<file path="src/rtl/load_store_unit.sv">
// load_store_unit: data-memory access stage between the ALU and writeback.
// Decodes the access, steers byte/half lanes onto the word bus, runs a
// req/ready handshake with a wait-cycle timeout and returns extended load data.
// Optional feature macro: LSU_MISALIGN_TRAP_EN (fault on misaligned half/word).
//
// state  | meaning
// IDLE   | waiting for start; decode happens here
// REQ    | mem_req asserted, waiting for mem_ready or timeout
// DONE   | one-cycle completion pulse (fault qualifies it)
module load_store_unit #(
  parameter int TIMEOUT = 255
) (
  input  logic        clk_i,
  input  logic        rst_n_i,
  input  logic        start_i,
  input  logic        is_store_i,
  input  logic [2:0]  funct3_i,
  input  logic [31:0] addr_i,
  input  logic [31:0] store_data_i,
  output logic        busy_o,
  output logic        done_o,
  output logic        fault_o,
  output logic [31:0] load_data_o,
  output logic        mem_req_o,
  output logic        mem_we_o,
  output logic [31:0] mem_addr_o,
  output logic [31:0] mem_wdata_o,
  output logic [3:0]  mem_wstrb_o,
  input  logic        mem_ready_i,
  input  logic [31:0] mem_rdata_i
);

  typedef enum logic [1:0] {S_IDLE, S_REQ, S_DONE} state_e;

  // Last wait-counter value before the timeout fires.
  localparam logic [7:0] WaitLast = 8'(TIMEOUT - 1);

  state_e      state_q, state_d;
  logic        we_q;
  logic [2:0]  funct3_q;
  logic [1:0]  off_q;
  logic [31:0] addr_q;
  logic [31:0] wdata_q;
  logic [3:0]  wstrb_q;
  logic        fault_q;
  logic [31:0] load_data_q;
  logic [7:0]  cnt_q;

  logic        dec_legal;
  logic        dec_fault;
  logic [31:0] dec_wdata;
  logic [3:0]  dec_wstrb;
  logic [31:0] ext_data;
  logic [7:0]  lane_b;
  logic [15:0] lane_h;
  logic        accept;
  logic        timeout_hit;

  assign accept      = (state_q == S_IDLE) && start_i;
  assign timeout_hit = (state_q == S_REQ) && !mem_ready_i && (cnt_q == WaitLast);

  // Decode the incoming access: legality, lane-replicated write data, strobes.
  always_comb begin
    dec_legal = 1'b0;
    dec_wdata = '0;
    dec_wstrb = '0;
    if (is_store_i) begin
      case (funct3_i)
        3'd0: begin
          dec_legal = 1'b1;
          dec_wdata = {4{store_data_i[7:0]}};
          dec_wstrb = 4'b0001 << addr_i[1:0];
        end
        3'd1: begin
          dec_legal = 1'b1;
          dec_wdata = {2{store_data_i[15:0]}};
          dec_wstrb = addr_i[1] ? 4'b1100 : 4'b0011;
        end
        3'd2: begin
          dec_legal = 1'b1;
          dec_wdata = store_data_i;
          dec_wstrb = 4'b1111;
        end
        default: dec_legal = 1'b0;
      endcase
    end else begin
      case (funct3_i)
        3'd0, 3'd1, 3'd2, 3'd4, 3'd5: dec_legal = 1'b1;
        default:                      dec_legal = 1'b0;
      endcase
    end
  end

`ifdef LSU_MISALIGN_TRAP_EN
  logic dec_misalign;

  // Half accesses need addr[0]=0, word accesses need addr[1:0]=0.
  always_comb begin
    dec_misalign = 1'b0;
    case (funct3_i[1:0])
      2'd1:    dec_misalign = addr_i[0];
      2'd2:    dec_misalign = |addr_i[1:0];
      default: dec_misalign = 1'b0;
    endcase
  end

  assign dec_fault = !dec_legal || dec_misalign;
`else
  // Misaligned accesses proceed; low address bits beyond the lane are ignored.
  assign dec_fault = !dec_legal;
`endif

  // Select the addressed lane from the read word and extend it.
  always_comb begin
    case (off_q)
      2'd0:    lane_b = mem_rdata_i[7:0];
      2'd1:    lane_b = mem_rdata_i[15:8];
      2'd2:    lane_b = mem_rdata_i[23:16];
      default: lane_b = mem_rdata_i[31:24];
    endcase
    lane_h = off_q[1] ? mem_rdata_i[31:16] : mem_rdata_i[15:0];
    case (funct3_q)
      3'd0:    ext_data = {{24{lane_b[7]}}, lane_b};
      3'd4:    ext_data = {24'd0, lane_b};
      3'd1:    ext_data = {{16{lane_h[15]}}, lane_h};
      3'd5:    ext_data = {16'd0, lane_h};
      default: ext_data = mem_rdata_i;
    endcase
  end

  // State register.
  always_ff @(posedge clk_i or negedge rst_n_i) begin
    if (!rst_n_i) state_q <= S_IDLE;
    else          state_q <= state_d;
  end

  // Next-state logic.
  always_comb begin
    state_d = state_q;
    case (state_q)
      S_IDLE: if (start_i) state_d = dec_fault ? S_DONE : S_REQ;
      S_REQ:  if (mem_ready_i || timeout_hit) state_d = S_DONE;
      S_DONE: state_d = S_IDLE;
      default: state_d = S_IDLE;
    endcase
  end

  // Access context, wait counter and load result.
  always_ff @(posedge clk_i or negedge rst_n_i) begin
    if (!rst_n_i) begin
      we_q        <= 1'b0;
      funct3_q    <= '0;
      off_q       <= '0;
      addr_q      <= '0;
      wdata_q     <= '0;
      wstrb_q     <= '0;
      fault_q     <= 1'b0;
      load_data_q <= '0;
      cnt_q       <= '0;
    end else if (accept) begin
      we_q        <= is_store_i;
      funct3_q    <= funct3_i;
      off_q       <= addr_i[1:0];
      addr_q      <= {addr_i[31:2], 2'b00};
      wdata_q     <= dec_wdata;
      wstrb_q     <= dec_wstrb;
      fault_q     <= dec_fault;
      load_data_q <= '0;
      cnt_q       <= '0;
    end else if (state_q == S_REQ) begin
      if (mem_ready_i) begin
        if (!we_q) load_data_q <= ext_data;
      end else if (timeout_hit) begin
        fault_q <= 1'b1;
      end else begin
        cnt_q <= cnt_q + 8'd1;
      end
    end
  end

  // Output decode from state and held access context.
  always_comb begin
    busy_o      = (state_q != S_IDLE);
    done_o      = (state_q == S_DONE);
    fault_o     = (state_q == S_DONE) && fault_q;
    mem_req_o   = (state_q == S_REQ);
    mem_we_o    = (state_q == S_REQ) && we_q;
    load_data_o = load_data_q;
    mem_addr_o  = addr_q;
    mem_wdata_o = wdata_q;
    mem_wstrb_o = wstrb_q;
  end

endmodule

</file>
<file path="config.mk">
export PLATFORM = sky130hd
export DESIGN_NAME = load_store_unit
export DESIGN_NICKNAME = d
export VERILOG_FILES = /design/src/rtl/load_store_unit.sv
export SDC_FILE = /design/constraint.sdc
export NUM_CORES = 1
export LEC_CHECK = 0
export ABC_CLOCK_PERIOD_IN_PS = 1540
export CAP_MARGIN = 20
export CORE_AREA = 2 2 119 121
export CTS_BUF_LIST = sky130_fd_sc_hd__clkbuf_8 sky130_fd_sc_hd__clkbuf_16
export CTS_CLUSTER_DIAMETER = 40
export DETAILED_ROUTE_END_ITERATION = 7
export DIE_AREA = 0 0 121 123
export GPL_TIMING_DRIVEN = 0
export PLACE_DENSITY = 0.76
export SLEW_MARGIN = 5
export SYNTH_ARGS = -nofsm -noshare
export SYNTH_HDL_FRONTEND = slang
export SYNTH_SLANG_ARGS = --single-unit
export TNS_END_PERCENT = 10
</file>
<file path="constraint.sdc">
create_clock -name clk_i -period 1.54 [get_ports clk_i]
set_input_delay 0.308 -clock clk_i [delete_from_list [all_inputs] [get_ports clk_i]]
set_output_delay 0.308 -clock clk_i [all_outputs]
set_load 0.03 [all_outputs]
</file>
Word level (Yosys, flattened, before mapping)

Cells that the tools add are included.

Register bits after elaboration: 115
Bits of input ports: 104
Output and inout bits: 105
Logic and storage cells: 78

Add/subtract/negate cells: 1
Equal/unequal tests: 17
Shift operators: 1
Mux-type cells: 27
Reduce and logical (&&, ||, !) cells: 22

Operators with widths:

| operator              | count |
|---|---|
| $mux W32              | 5 |
| $pmux W32 S4          | 1 |
| $pmux W32 S3          | 1 |
| $mux W8               | 4 |
| $pmux W8 S3           | 1 |
| $mux W16              | 1 |
| $eq A3 B3 Y1 const B  | 4 |
| $pmux W4 S3           | 1 |
| $reduce_and A3 Y1     | 3 |
| $add A8 B1 Y8 const B | 1 |
| $eq A8 B8 Y1 const B  | 1 |
| $mux W4               | 2 |
| $reduce_bool A2 Y1    | 4 |
| $mux W1               | 7 |
| $eq A3 B1 Y1 const B  | 2 |
| $logic_not A3 Y1      | 2 |
| $mux W2               | 3 |
| $ne A2 B1 Y1 const B  | 3 |
| $logic_and A1 B1 Y1   | 5 |
| $reduce_or A5 Y1      | 1 |
| $eq A2 B1 Y1 const B  | 2 |
| $eq A2 B2 Y1 const B  | 2 |
| $logic_not A2 Y1      | 2 |
| $ne A2 B2 Y1 const B  | 2 |
| 7 further kinds       | 8 |

Longest topological paths before layout

Word-level depth: 7
Gate-level depth with buffers: 7
Depth with buffers taken out: 6

Worst setup path after synthesis

OpenSTA, ideal clock, no wires.

Path kind: register to register
From: register off_q[1]
To: register load_data_q[8] (netlist: load_data_o[8])
Setup time: 0.122 ns
Arrival time: 1.505 ns
Required time: 1.418 ns
Path slack: -0.087 ns
Stages on the path, launching flop included: 5
Path buffers: 0
Period minus slack after synthesis: 1.627 ns
Cell sequence: dfrtp_1 -> mux4_1 -> a21oi_2 -> o21ai_0 -> a32o_1

Longest elaborated chain between the ends: 7
Elaborated cells between the ends (all ways): 10
Those cells by class: eq/ne (2); mux (7); reduce/logical (1)

RTL lines:

| element                              | line | RTL |
|---|---|---|
| from (decl)                          | 41   | `logic [1:0] off_q;` |
| from (signal assigned)               | 163  | `off_q <= addr_i[1:0];` |
| $eq A2 B2 Y1 (tied with other cells) | 115  | `case (off_q)` |
| $pmux W8 S3                          | 115  |  |
| $pmux W32 S4 *                       | 122  | `case (funct3_q)` |
| $mux W32 *                           | 172  | `if (!we_q) load_data_q <= ext_data;` |
| $mux W32 *                           | 171  | `if (mem_ready_i) begin` |
| $mux W32 *                           | 170  | `end else if (state_q == S_REQ) begin` |
| $mux W32 *                           | 160  | `end else if (accept) begin` |
| to (signal assigned)                 | 172  |  |
| to (decl)                            | 46   | `logic [31:0] load_data_q;` |

Every way passes the cells marked *; elsewhere a longest branch is shown, timed or not. The select of a mux whose other input is x is not followed.
A chain may end at the register's enable or synchronous reset.

Final worst setup path

From: register state_q[1]
To: register load_data_q[16] (netlist: load_data_o[16])

Longest elaborated chain between the ends: 4
Elaborated cells between the ends (all ways): 8
Those cells by class: eq/ne (2); mux (1); reduce/logical (5)

RTL lines:

| element                                                      | line | RTL |
|---|---|---|
| from (decl)                                                  | 38   | `state_e state_q, state_d;` |
| from (signal assigned)                                       | 134  | `else state_q <= state_d;` |
| $logic_not A2 Y1                                             | 59   | `assign accept = (state_q == S_IDLE) && start_i;` |
| $logic_and A1 B1 Y1                                          | 59   |  |
| $ne A2 B1 Y1 (no line) or $reduce_bool A2 Y1 (tied branches) | n/a  |  |
| $reduce_and A3 Y1 (no line)                                  | n/a  |  |

Parallel ways exist; a longest one is shown, timed or not.

==> run_summary.xml <==
<?xml version="1.0" encoding="UTF-8"?>
<metrics>
  <group name="drt">
    <metric name="totalWireLength" unit="mm">16.9</metric>
    <metric name="firstDrtPassIters" unit="">5</metric>
    <metric name="drt_drc_violations_left" unit="">0</metric>
    <metric name="routed_wire_length_per_instance" unit="µm">17.1</metric>
    <metric name="via_per_inst" unit="">5.15</metric>
    <metric name="detail_route.iter0.violations" unit="">433</metric>
    <metric name="vias" unit="">5095</metric>
    <metric name="antenna_left" unit="">0</metric>
  </group>
  <group name="sta">
    <metric name="final_hold_viol_count" unit="">0</metric>
    <metric name="timing.fmax" unit="MHz">586</metric>
    <metric name="postLayoutSetupSlackWorst" unit="ns">-0.167</metric>
    <metric name="rsz0062_at_grt" unit="">true</metric>
    <metric name="finalSetupViolCount" unit="">31</metric>
    <metric name="setup_tns" unit="ns">-3.23</metric>
    <metric name="final_max_slew_viol_count" unit="">0</metric>
    <metric name="final_min_period_over_clock_period" unit="%">111</metric>
    <metric name="period_minus_slack" unit="ns">1.71</metric>
    <metric name="final.setup_skew" unit="ns">0.00774</metric>
  </group>
  <group name="logic_synthesis">
    <metric name="yosysTopAreaCell" unit="">sky130_fd_sc_hd__dfrtp_1</metric>
    <metric name="gate_count_post_synth" unit="">568</metric>
    <metric name="asyncSetResetFlopFracSynth" unit="%">100</metric>
    <metric name="syn_area" unit="mm²">0.00530</metric>
    <metric name="portion_of_the_post_synthesis_area_used_by_sequential_elements" unit="%">54.3</metric>
    <metric name="postSynth.topFlopCell" unit="">sky130_fd_sc_hd__dfrtp_1</metric>
    <metric name="ys.warnings.count" unit="">0</metric>
    <metric name="synth.top_cell.area_share" unit="%">54.3</metric>
    <metric name="synth_area_per_cell" unit="µm²">9.33</metric>
    <metric name="postSynthRegisterBits" unit="">115</metric>
    <metric name="synth_edf_count" unit="">0</metric>
    <metric name="synth.distinct_cells" unit="">45</metric>
    <metric name="synthTopCellsByArea" unit="">sky130_fd_sc_hd__dfrtp_1 54%, sky130_fd_sc_hd__nand2_1 12%, sky130_fd_sc_hd__a21oi_1 3.2%, sky130_fd_sc_hd__a22o_1 2.6%, sky130_fd_sc_hd__o21ai_0 2.6%</metric>
  </group>
  <group name="critical_path">
    <metric name="timing.critical_path.required" unit="ns">1.88</metric>
    <metric name="cp_max_fo" unit="">8</metric>
    <metric name="regToRegStartpoint" unit="">state_q[1]</metric>
    <metric name="path_class" unit="">reg2reg</metric>
    <metric name="worstPathArrival" unit="ns">2.05</metric>
    <metric name="timing.critical_path.to_type" unit="">flip-flop</metric>
    <metric name="setup.worst_path.start" unit="">state_q[1]</metric>
    <metric name="timing.reg2reg.setup_slack" unit="ns">-0.17</metric>
    <metric name="timing.critical_path.from_type" unit="">flip-flop</metric>
    <metric name="r2r-end" unit="">load_data_o[16]</metric>
    <metric name="reg2reg_depth" unit="">6</metric>
  </group>
  <group name="cells_and_area">
    <metric name="fillCellCount" unit="">1204</metric>
    <metric name="areaGrowthSynthToFinish" unit="%">56.2</metric>
    <metric name="fin_area" unit="mm²">0.00828</metric>
    <metric name="post-route-util" unit="%">60.8</metric>
    <metric name="nets" unit="">904</metric>
    <metric name="drive_above_1_share" unit="%">12.1</metric>
    <metric name="antenna-diode-count" unit="">0</metric>
  </group>
  <group name="floorplan">
    <metric name="initial_standard_cell_utilization_of_the_core" unit="%">38.9</metric>
    <metric name="coreArea" unit="mm²">0.0136</metric>
    <metric name="die_width" unit="µm">121</metric>
    <metric name="i_o_pin_count" unit="">209</metric>
    <metric name="placementRows" unit="">43</metric>
    <metric name="fp.dieH" unit="µm">123</metric>
    <metric name="floorplan.die_area" unit="mm²">0.0149</metric>
  </group>
  <group name="cts">
    <metric name="h-tree-depth" unit="">4</metric>
    <metric name="cts-buffers-inserted" unit="">17</metric>
    <metric name="cts-root-to-sink-buffers" unit="">2</metric>
    <metric name="tritoncts" unit="">built</metric>
    <metric name="clock_net_sink_count" unit="">115</metric>
    <metric name="clockRootBuffer" unit="">sky130_fd_sc_hd__clkbuf_16</metric>
    <metric name="cts.clk_slew.worst_paths" unit="ns">0.05</metric>
    <metric name="clkLatencyLatePin" unit="ns">0.41</metric>
  </group>
  <group name="power_and_ir_drop">
    <metric name="powerDensity" unit="mW/mm²">1740</metric>
    <metric name="total_leakage_power" unit="nW">4.28</metric>
    <metric name="power.ir.vdd_worst" unit="V">0.00103</metric>
  </group>
  <group name="global_routing">
    <metric name="grt_start_max_net_pins" unit="">82</metric>
    <metric name="first_global_vias" unit="">5235</metric>
    <metric name="grt_first_pass_wirelength" unit="mm">26.9</metric>
    <metric name="gr-usage-all-layers" unit="%">23.4</metric>
    <metric name="number_of_antenna_violations_at_the_first_check_in_global_routing" unit="">0</metric>
    <metric name="globalRouteOverflowTotal" unit="">0</metric>
  </group>
  <group name="place">
    <metric name="place_ws" unit="ns">-0.809</metric>
    <metric name="placement.cell_area" unit="mm²">0.00762</metric>
    <metric name="place.gp.congestion" unit="">0.903</metric>
    <metric name="post-dp-hpwl" unit="mm">12.6</metric>
    <metric name="placement.io_buffers" unit="">206</metric>
  </group>
  <group name="outcome">
    <metric name="outcome" unit="">complete, but fails checks</metric>
    <metric name="violations_in_the_final_reports" unit="">setup timing</metric>
  </group>
  <group name="job">
    <metric name="cap_viol_max_count" unit="">0</metric>
  </group>
  <group name="hold_path">
    <metric name="worstHoldPathType" unit="">in2async</metric>
  </group>
</metrics>
-- stage by stage --
step | total power [mW] | cells | hold slack [ns]
2_1_floorplan | 8.13 | 569 | 0.0124
3_5_place_dp | 10.9 | 956 | 0.223
6_report | 14.4 | 989 | 0.361
5_1_grt | 15.2 | 989 | 0.375
4_1_cts | 14.4 | 987 | 0.352
3_3_place_gp | 10.7 | 955 | 0.458
-- sequential cells by signal, indices dropped and copies added (netlist names) --
signal / cells
fault_q: 1
off_q: 2
mem_wstrb_o: 4
cnt_q: 8
state_q: 2
load_data_o: 32
we_q: 1
mem_addr_o: 30
mem_wdata_o: 32
funct3_q: 3
-- Yosys cell counts (2+ instances only) --
master                       n
sky130_fd_sc_hd__a211oi_1    2
sky130_fd_sc_hd__ha_1        2
sky130_fd_sc_hd__o211ai_1    3
sky130_fd_sc_hd__inv_1       5
sky130_fd_sc_hd__dfrtp_1   115
sky130_fd_sc_hd__and2_1      5
sky130_fd_sc_hd__a31oi_1     8
sky130_fd_sc_hd__nand2_1   168
sky130_fd_sc_hd__nor3b_1     2
sky130_fd_sc_hd__a22oi_1    17
sky130_fd_sc_hd__a22o_1     16
sky130_fd_sc_hd__a32o_1      7
sky130_fd_sc_hd__buf_1       2
sky130_fd_sc_hd__buf_2       9
sky130_fd_sc_hd__a21o_1      9
sky130_fd_sc_hd__or3_1       6
sky130_fd_sc_hd__clkbuf_1   25
sky130_fd_sc_hd__nand4_1     3
sky130_fd_sc_hd__o21ai_0    28
sky130_fd_sc_hd__nor3_1      2
sky130_fd_sc_hd__buf_4       3
sky130_fd_sc_hd__nand2b_1   10
sky130_fd_sc_hd__a21oi_1    34
sky130_fd_sc_hd__and3_1      4
sky130_fd_sc_hd__mux2_2      6
sky130_fd_sc_hd__mux2i_1    13
sky130_fd_sc_hd__nand3_1     4
sky130_fd_sc_hd__nor2_1     31
sky130_fd_sc_hd__nor2b_1    13
-- logic make-up (layout without fill, tap and decap cells) --
group                      after synthesis  in the layout  share of synthesized area (%)
adders and majority gates                2              2                          0.472
other                                    1              2                         0.0708
and+or+nand+nor                        252            252                           20.5
AOI/OAI and AO/OA                      132            132                           16.5
xor gates and xnor gates                 1              1                          0.165
buffers and inverters                   45            285                           3.75
muxes                                   20             20                           4.23
DFF                                    115            115                           54.3
-- layout make-up --
class                      count  area (µm²)  area share (%)
buffer                        39         270            3.27
clock buffer                  23         508            6.14
clock inverter                 7        81.3           0.983
inverter                       5        18.8           0.227
multi-input combinational    409        2290            27.7
sequential                   115        2880            34.8
tap                          180         225            2.72
timing repair buffer         211        2000            24.2
-- cell usage in the layout, fill, tap and decap left out, drive strengths merged, types with 2 or more instances in the layout --
cell type and n:
a211oi 2, a21o 9, a21oi 35, a22o 16, a22oi 17, a31oi 8, a32o 7, and2 5
and3 4, buf 27, bufinv 2, clkbuf 45, clkdlybuf4s15 6, clkdlybuf4s50 101, clkinv 2, conb 2
dfrtp 115, dlygate4sd2 92, ha 2, inv 8, mux2 6, mux2i 13, nand2 168, nand2b 10
nand3 4, nand4 3, nor2 31, nor2b 13, nor3 2, nor3b 3, o211ai 3, o21ai 28
or3 6
-- worst max path at each step --
| stage | cells past startpoint | slack, ns | to |
|---|---|---|---|
| 2_1_floorplan | 2 | -0.07 | fault_o |
| 6_report | 6 | -0.17 | load_data_o[16] |
| 3_5_place_dp | 5 | -0.81 | cnt_q[7] |
| 4_1_cts | 3 | -0.16 | fault_o |
| 5_1_grt | 6 | -0.23 | load_data_o[20] |
| 3_3_place_gp | 1 | -4.28 | mem_addr_o[20] |
-- where the power goes --
group | switching (mW) | internal, mW
clock | 1.27 | 2.59
sequential | 0.615 | 3.94
combinational | 3.77 | 2.18
total | 5.66 | 8.72
-- worst max-delay path, cell delays in order (launching register included) --
cell and delay [ns]:
sky130_fd_sc_hd__dfrtp_2 0.46, sky130_fd_sc_hd__and4bb_1 0.28, sky130_fd_sc_hd__buf_6 0.14, sky130_fd_sc_hd__nand2b_4 0.06, sky130_fd_sc_hd__a2111o_1 0.44, sky130_fd_sc_hd__buf_4 0.18
sky130_fd_sc_hd__nand2_1 0.07
-- what timing repair did --
item / CTS / global route
cloned: 0 / 0
resized for setup: 171 / 50
hold endpoints to repair: 34 / 0
hold buffers: 1 / 0
pin swaps: 13 / 4
endpoints found under the setup margin: 218 / 119
buffers inserted: 1 / 2
-- metal layers --
layer  vias to the layer above  GRT usage (%)  wire length, µm
met4                         0           9.81              348
met5                         -              0                0
met3                        26           6.41             1210
met2                       211           38.7             8370
met1                      2460           29.1             7000
li1                       2398              -                -
Power figures use the tool's default switching activity.
==> RTL change, RTL diff (config.mk and constraints unchanged) <==
`TIMEOUT`: 255 -> 191.
--- a/src/rtl/load_store_unit.sv
+++ b/src/rtl/load_store_unit.sv
@@ -10,3 +10,3 @@
 module load_store_unit #(
-  parameter int TIMEOUT = 255
+  parameter int TIMEOUT = 191
 ) (
Formal check against the unedited RTL: no difference found for any inputs over 4 cycles, from zero or initial values and one cycle with rst_n_i low; that may be too few to reach the edited logic, so the function may still have changed.
==> RTL change against the original RTL <==
The run still ends with negative setup slack left. Critical endpoint is now state_q[0]. Synthesized area shrank 0.17%. Design area grew 3.4%. Sequential cell count is the same. Total power grew 1.4%. Highest routed layer unchanged. Setup slack lost 0.017 ns. Global-route usage is essentially flat. Wire length grew 2.3%. Clock power shrank 4%.
==> RTL change: results (changes against the original RTL) <==
Outcome
  – Status: finished, violations left
  – Failing checks: negative setup slack

Placement
  – Placed instance area: 7610 µm² (about the same)
  – Routability cong.: 0.883 (-2.2%)
  – Dpl cells: 951 (-0.52%)
  – # port buffers: 206 (unchanged)
  – Post-DP HPWL: 12600 µm (about the same)
  – Pre-CTS setup slack: -0.917 ns (-0.108 ns)

Synthesis
  – Top post-synthesis cells by count: nand2_1, dfrtp_1, a21oi_1
  – Post-synth ARST share: 1.00 (unchanged)
  – Post-Synth Adder-Cell Area: 0.00473 (+0.00000782)
  – Synth Area in Compound Gates: 0.160 (-0.00469)
  – Post-synthesis xor/xnor area fraction: 0.00166 (+0.00000274)
  – Cells after synthesis: 563 (-0.88%)
  – Sequential area share after synthesis: 0.544 (+0.000899)
  – Portion of netlist area occupied by mux cells: 0.0454 (+0.00314)
  – Distinct cell type count after synthesis: 46 (+2.2%)

Layout
  – # fillers: 1144 (-5.0%)
  – Fin nets: 912 (+0.88%)
  – Layout Cells excl Fill: 996 (+0.71%)
  – Layout cells sized above 1: 0.178 (+0.0566)

Detailed routing
  – Initial detailed-routing violation count: 350 (-19%)
  – Via density: 5.19 (+0.80%)
  – Routed wire length: 17300 µm (+2.3%)

Power
  – Sw Ratio: 0.398 (+0.00405)
  – Maximum vdd drop: 0.000645 V (-38%)
  – Lkg Pwr: 4.33 nW (+1.1%)

Global routing
  – Vias in the first global route: 5353 (+2.3%)
  – Largest net degree at the start of global routing: 61 (-26%)
  – Initial antenna violation count: 0 (unchanged)
  – Total track usage: 0.234 (-0.000265)

Worst setup path
  – Critical Path Fanout Max: 7 (-1)
  – CP max-delay cell: dfrtp_1
  – CP arrival: 2.01 ns (-0.04 ns)
  – CP top delay family: simple AND/OR/NAND/NOR gates

Timing
  – Final Skew: 0.00853 ns (+0.000787 ns)
  – Setup TNS: -4.33 ns (-1.11 ns)
  – Worst setup margin: -0.183 ns (-0.0165 ns)
  – Fmax: 580 MHz (-0.96%)
  – Final setup vio count: 43 (+39%)
  – WHS: 0.422 ns (+0.0618 ns)

Clock tree
  – Depth of the CTS H-tree: 4 (unchanged)

Hold path
  – Hold Crit Class: in2async
## RTL change: cell types whose count changed after synthesis, moves of 2 or more
cell,delta
nor3b_1,-2
nand3_1,-2
mux2i_1,+2
nor2_1,-2
and3_1,-2
nor3_1,+2
## RTL change: timing repair
action,in CTS,in global routing
endpoints found under the setup margin,217,120
pin swaps,10,8
resized for setup,198,76
buffers inserted,7,8
endpoints found under the hold margin,55,0
hold buffers,1,0
gates cloned,1,0
## RTL change: power groups by stage
stage	combinational (W)	clock, W	sequential [W]
2_1_floorplan	0.00200	0	0.00605
3_3_place_gp	0.00614	0	0.00454
3_5_place_dp	0.00625	0	0.00458
4_1_cts	0.00600	0.00377	0.00455
5_1_grt	0.00678	0.00392	0.00469
6_report	0.00629	0.00372	0.00457
## RTL change: layer usage
| metal | GRT usage | share of wire | up-vias |
|---|---|---|---|
| met2 | 0.397 | 0.49 | 206 |
| met4 | 0.0850 | 0.018 | 0 |
| li1 | - | - | 2416 |
| met3 | 0.0701 | 0.085 | 24 |
| met1 | 0.283 | 0.40 | 2526 |
| met5 | 0 | 0 | - |
## RTL change: final timing paths
kind | startpoint | endpoint | depth (start not counted)
max | cnt_q[0] | state_q[0] | 6
min | rst_n_i | mem_wdata_o[18] | 2
max reg2reg | cnt_q[0] | state_q[0] | 6
min reg2reg | mem_addr_o[24] | mem_addr_o[24] | 2
max in group asynchronous | rst_n_i | mem_addr_o[16] | 3
min in group clk_i | addr_i[2] | mem_addr_o[2] | 3
## RTL change: cell type report
class	instances	area, µm²	share of cell area
multi-input cells	405	2450	0.286
inverters	5	18.8	0.00219
clock buffers	23	508	0.0593
flip-flops and latches	115	2880	0.337
well taps	180	225	0.0263
repair buffers	224	2130	0.249
plain buffers	38	293	0.0342
clock inverters	6	53.8	0.00628
